File: src/rtl/pipeline_stage_reg_pkg.sv
// Shared encodings for the inter-stage pipeline register: occupancy/FSM states
// and the bit positions of the common control-bundle fields.
package pipeline_stage_reg_pkg;

  typedef enum logic [1:0] {
    ST_EMPTY = 2'd0,
    ST_ONE   = 2'd1,
    ST_TWO   = 2'd2
  } occ_e;

  localparam int CB_REGWRITE = 0;
  localparam int CB_MEMTOREG = 1;
  localparam int CB_WREN     = 2;
  localparam int CB_RDEN     = 3;

endpackage

File: src/rtl/pipeline_stage_reg_slot.sv
// One pipeline entry {valid, ctrl, data}. Clear drops valid/ctrl and wins over
// load; clear_data independently zeroes the payload.
module pipeline_stage_reg_slot #(
  parameter int CTRL_W = 16,
  parameter int DATA_W = 128
) (
  input  logic              i_clk,
  input  logic              i_rst_n,
  input  logic              i_load,
  input  logic              i_clear,
  input  logic              i_clear_data,
  input  logic [CTRL_W-1:0] i_ctrl,
  input  logic [DATA_W-1:0] i_data,
  output logic              o_valid,
  output logic [CTRL_W-1:0] o_ctrl,
  output logic [DATA_W-1:0] o_data
);

  always_ff @(posedge i_clk or negedge i_rst_n) begin
    if (!i_rst_n) begin
      o_valid <= 1'b0;
      o_ctrl  <= '0;
      o_data  <= '0;
    end else begin
      if (i_clear) begin
        o_valid <= 1'b0;
        o_ctrl  <= '0;
      end else if (i_load) begin
        o_valid <= 1'b1;
        o_ctrl  <= i_ctrl;
      end
      if (i_clear_data)
        o_data <= '0;
      else if (i_load && !i_clear)
        o_data <= i_data;
    end
  end

endmodule

File: src/rtl/pipeline_stage_reg.sv
// Ready/valid inter-stage register with optional 2-entry skid, synchronous flush
// and control gating so a bubble never carries live control bits downstream.
module pipeline_stage_reg
  import pipeline_stage_reg_pkg::*;
#(
  parameter int CTRL_W     = 16,
  parameter int DATA_W     = 128,
  parameter int SKID       = 1,
  parameter int FLUSH_DATA = 0
) (
  input  logic              i_clk,
  input  logic              i_rst_n,
  input  logic              i_flush,
  input  logic              i_in_valid,
  output logic              o_in_ready,
  input  logic [CTRL_W-1:0] i_in_ctrl,
  input  logic [DATA_W-1:0] i_in_data,
  output logic              o_out_valid,
  input  logic              i_out_ready,
  output logic [CTRL_W-1:0] o_out_ctrl,
  output logic [DATA_W-1:0] o_out_data,
  output logic [1:0]        o_occupancy
);

  occ_e              r_state, w_nxt;
  logic              w_acc, w_emit, w_clr_data;
  logic              w_main_load, w_main_clr, w_skid_load, w_skid_clr;
  logic              w_main_valid, w_skid_valid;
  logic [CTRL_W-1:0] w_main_ctrl, w_skid_ctrl, w_main_ctrl_in;
  logic [DATA_W-1:0] w_main_data, w_skid_data, w_main_data_in;

  assign w_acc      = i_in_valid & o_in_ready;
  assign w_emit     = w_main_valid & i_out_ready;
  assign w_clr_data = i_flush && (FLUSH_DATA != 0);

  always_ff @(posedge i_clk or negedge i_rst_n) begin
    if (!i_rst_n) r_state <= ST_EMPTY;
    else          r_state <= w_nxt;
  end

  always_comb begin
    w_nxt       = r_state;
    w_main_load = 1'b0;
    w_main_clr  = i_flush;
    w_skid_load = 1'b0;
    w_skid_clr  = i_flush;
    if (SKID != 0) begin
      case (r_state)
        ST_EMPTY: if (w_acc) begin
          w_nxt       = ST_ONE;
          w_main_load = 1'b1;
        end
        ST_ONE: begin
          if (w_acc && w_emit) begin
            w_main_load = 1'b1;
          end else if (w_acc) begin
            w_nxt       = ST_TWO;
            w_skid_load = 1'b1;
          end else if (w_emit) begin
            w_nxt      = ST_EMPTY;
            w_main_clr = 1'b1;
          end
        end
        ST_TWO: if (w_emit) begin
          w_nxt       = ST_ONE;
          w_main_load = 1'b1;
          w_skid_clr  = 1'b1;
        end
        default: w_nxt = ST_EMPTY;
      endcase
    end else begin
      if (w_acc) begin
        w_nxt       = ST_ONE;
        w_main_load = 1'b1;
      end else if (w_emit) begin
        w_nxt      = ST_EMPTY;
        w_main_clr = 1'b1;
      end
    end
    if (i_flush) w_nxt = ST_EMPTY;
  end

  // A held skid entry is always older than the input, so it refills main first.
  assign w_main_ctrl_in = w_skid_valid ? w_skid_ctrl : i_in_ctrl;
  assign w_main_data_in = w_skid_valid ? w_skid_data : i_in_data;

  pipeline_stage_reg_slot #(.CTRL_W(CTRL_W), .DATA_W(DATA_W)) u_main (
    .i_clk(i_clk), .i_rst_n(i_rst_n),
    .i_load(w_main_load), .i_clear(w_main_clr), .i_clear_data(w_clr_data),
    .i_ctrl(w_main_ctrl_in), .i_data(w_main_data_in),
    .o_valid(w_main_valid), .o_ctrl(w_main_ctrl), .o_data(w_main_data)
  );

  if (SKID != 0) begin : g_skid
    logic r_in_ready;

    pipeline_stage_reg_slot #(.CTRL_W(CTRL_W), .DATA_W(DATA_W)) u_skid (
      .i_clk(i_clk), .i_rst_n(i_rst_n),
      .i_load(w_skid_load), .i_clear(w_skid_clr), .i_clear_data(w_clr_data),
      .i_ctrl(i_in_ctrl), .i_data(i_in_data),
      .o_valid(w_skid_valid), .o_ctrl(w_skid_ctrl), .o_data(w_skid_data)
    );

    always_ff @(posedge i_clk or negedge i_rst_n) begin
      if (!i_rst_n) r_in_ready <= 1'b0;
      else          r_in_ready <= (w_nxt != ST_TWO);
    end
    assign o_in_ready = r_in_ready;
  end else begin : g_noskid
    assign w_skid_valid = 1'b0;
    assign w_skid_ctrl  = '0;
    assign w_skid_data  = '0;
    assign o_in_ready   = !w_main_valid | i_out_ready;
  end

  assign o_out_valid = w_main_valid;
  assign o_out_ctrl  = w_main_ctrl & {CTRL_W{w_main_valid}};
  assign o_out_data  = w_main_data;
  assign o_occupancy = r_state;

endmodule

File: config.mk
export PLATFORM = sky130hd
export DESIGN_NAME = pipeline_stage_reg
export DESIGN_NICKNAME = d
export VERILOG_FILES = /design/src/rtl/pipeline_stage_reg_pkg.sv /design/src/rtl/pipeline_stage_reg_slot.sv /design/src/rtl/pipeline_stage_reg.sv
export SDC_FILE = /design/constraint.sdc
export NUM_CORES = 1
export LEC_CHECK = 0
export CAP_MARGIN = 40
export CORE_UTILIZATION = 43
export DETAILED_ROUTE_END_ITERATION = 10
export PLACE_DENSITY = 0.74
export SLEW_MARGIN = 20
export SYNTH_ARGS = -nofsm -noshare
export SYNTH_HDL_FRONTEND = slang
export SYNTH_HIERARCHICAL = 1
export SYNTH_SLANG_ARGS = --single-unit
File: constraint.sdc
create_clock -name i_clk -period 4.1 [get_ports i_clk]
set_clock_uncertainty 0.2 [all_clocks]
set_input_delay 0.41 -clock i_clk [delete_from_list [all_inputs] [get_ports i_clk]]
set_output_delay 0.41 -clock i_clk [all_outputs]
set_load 0.02 [all_outputs]
==> impl_metrics.toml <==
[global_route]
grt_overflow = 0
grt_max_degree = 146
antenna_found_initial = 5
track_usage = 0.238
met3_usage = 0.0380
grt_pass1_wl_mm = 73.8
top_usage_layer = "met2"
use_met1 = 0.337
grt_pass1_vias = 12400
grtUsageMet2 = 0.373

[critical_path]
crit_buf_inv = 1
cp-endpoint = "u_main/o_data[83]"
critPathSlowestCell = "dfrtp_1"
crit-reg2reg-launch = "u_main/o_valid"
critPathTopFamily = "flip-flops"
start_kind = "register"
critPathMaxStageDelay_ns = 0.77
critPathArrivalTime_ns = 3.13
reg2reg_depth = 6
end_kind = "register"
cp-startpoint = "u_main/o_valid"
rr_endpoint = "u_main/o_data[83]"
crit_required_ns = 4.26
cp_cell_sequence = "nand2_1 -> nor2_1 -> a31o_4 -> buf_12 -> nand4bb_1 -> o21ai_1"
r2r_slack_ns = 1.13
worstSetupPathType = "register to register"
crit_path_max_fanout = 95
crit_cells = 6

[floorplan]
dieArea_mm2 = 0.0392
fp.dieW_um = 198
core.rowCount = 71
io_pins = 297
die_h_um = 198
coreArea_mm2 = 0.0378
start_util = 0.438

[clock_tree]
htree_levels = 2
tritoncts = "done"
clk_latency_ns = 0.52
cts.sink_count = 293
root_buffer = "clkbuf_16"
cts_buffers = 35
clock_path_buffers = 3
clk_pin_slew_worst_paths_ns = 0.06

[power]
ir_drop_v = 0.000231
leakage_uw = 0.00818
powerDensity_mw_per_mm2 = 369

[run_status]
status = "complete, no violations"

[cells_and_area]
syn2layout_area_growth_pct = 25.5
final_common_cell = "clkdlybuf4s50_1"
fin_area_mm2 = 0.0207
mostFrequentLayoutCells = "clkdlybuf4s50_1, dfrtp_1, nand2b_1, nand4bb_1, o21ai_1"
num-nets-final = 1817
drive_above_1_share = 0.130
fin_util = 0.549
fillers = 3253

[route]
vias = 12300
wire_per_inst_um = 21.3
drt_iter0_markers = 817
routed_wl_mm = 46.9
drt_pre_antenna_iters = 5
viasPerCell = 5.58
drc = 0
ant_nets = 0

[timing]
tightest_slew_ns = 0.869
hold_viol = 0
fmax_mhz = 336
max_slew_margin = 0.421
rsz0062_at_grt = "false"
setup_tns_ns = 0
drv_slew = 0
final.min_clock_period_ns = 2.97
setup_viol = 0
post-route-period-util = 0.725

[yosys]
yosys_warnings = 6
syn-instance-count = 1476
avgSynthCellArea_um2 = 11.2
netlist_area_mm2 = 0.0165
synth_cell_types = 27
synth.ff_latch_count = 293
seq_area_frac_synth = 0.444

[placed_design]
place_area_mm2 = 0.0196
dp.final_hpwl_mm = 26.4
place_congestion = 0.775
io_buffers = 296

[min_path]
hold_class = "input pin to asynchronous set/reset pin"

[run]
max_cap_violations = 0
-- routing by layer --
metal | vias to the layer above | wire, µm
met2 | 363 | 21800
met1 | 6181 | 21400
li1 | 5678 | -
met3 | 71 | 2520
met5 | - | 13
met4 | 2 | 1230
-- per-stage QoR --
step / hold WS (ns) / total power [µW] / setup slack (ns) / instances
finish: 0.180 / 7640 / 1.13 / 2205
global route: 0.224 / 7940 / 0.935 / 2204
CTS: 0.195 / 7690 / 1.13 / 2201
global placement: 0.141 / 4550 / 1.07 / 2140
detailed placement: 0.148 / 4570 / 0.992 / 2141
floorplan: -0.0856 / 4020 / 2.03 / 1483
-- how the worst min path moves through the flow --
stage,cells after the start,from,slack [ns],endpoint
after global placement,1,i_rst_n,0.14,g_skid.u_skid/o_ctrl[13]
after global routing,2,i_rst_n,0.22,g_skid.u_skid/o_ctrl[8]
after floorplan,0,i_rst_n,-0.09,g_skid.u_skid/o_ctrl[0]
final,2,i_rst_n,0.18,g_skid.u_skid/o_ctrl[13]
after CTS,2,i_rst_n,0.19,u_main/o_data[22]
after detailed placement,1,i_rst_n,0.15,g_skid.u_skid/o_ctrl[13]
-- state kept, by name, summed over array words and instances, names as in the netlist --
register and count:
g_skid.u_skid/o_data 128, u_main/o_valid 1, o_occupancy 2, g_skid.u_skid/o_ctrl 16, u_main/o_ctrl 16, u_main/o_data 128, o_in_ready 1, g_skid.u_skid/o_valid 1
-- worst reg2reg max path: stages (launching register included) --
cell	delay, ns
dfrtp_1	0.77
nand2_1	0.26
nor2_1	0.18
a31o_4	0.59
buf_12	0.43
nand4bb_1	0.30
o21ai_1	0.09
-- report_power, final --
group / internal, µW / switching, µW
clock network: 1870 / 1210
registers: 3030 / 110
logic: 686 / 734
total: 5580 / 2060
-- synthesized netlist by cell type, drive strengths merged --
| cell | instances | area (µm²) |
|---|---|---|
| clkbuf | 88 | 330 |
| or2 | 1 | 6.26 |
| conb | 1 | 3.75 |
| nand4b | 1 | 8.76 |
| inv | 1 | 3.75 |
| dfrtp | 293 | 7330 |
| o21ai | 256 | 1280 |
| nand2 | 2 | 7.51 |
| mux2i | 32 | 320 |
| a221o | 1 | 10.0 |
| o31ai | 1 | 7.51 |
| nand2b | 257 | 1610 |
| a211o | 1 | 8.76 |
| and2 | 16 | 100 |
| a31oi | 2 | 12.5 |
| nor2 | 38 | 143 |
| nor2b | 2 | 12.5 |
| nand4bb | 256 | 2880 |
| a21oi | 3 | 15.0 |
| mux2 | 144 | 1850 |
| and4b | 1 | 10.0 |
| buf | 78 | 561 |
| a31o | 1 | 8.76 |
-- cell families (layout without fill, tap and decap cells) --
| family | Yosys count | count (layout) | share of synthesized area |
|---|---|---|---|
| simple gates | 574 | 574 | 0.289 |
| flops | 293 | 293 | 0.444 |
| compound gates | 265 | 265 | 0.0813 |
| mux | 176 | 176 | 0.131 |
| buf+inv | 167 | 374 | 0.0542 |
| other cells | 1 | 12 | 0.000227 |
-- layout make-up --
type	instances	area, µm²	share of cell area
inverters	1	3.75	0.000181
multi-input cells	1023	8370	0.404
flip-flops and latches	293	7340	0.354
well taps	511	639	0.0308
clock buffers	54	1080	0.0521
clock inverters	5	52.6	0.00254
repair buffers	314	3240	0.156
diodes	4	10.0	0.000483
-- what timing repair did --
| item | CTS | global route |
|---|---|---|
| gates resized for setup | 0 | 0 |
| endpoints found under the hold margin | 44 | 0 |
| setup endpoints to repair | 0 | 0 |
| setup buffers | 0 | 0 |
| hold buffers | 1 | 0 |
Note: power is estimated with default switching activity, not from simulation.
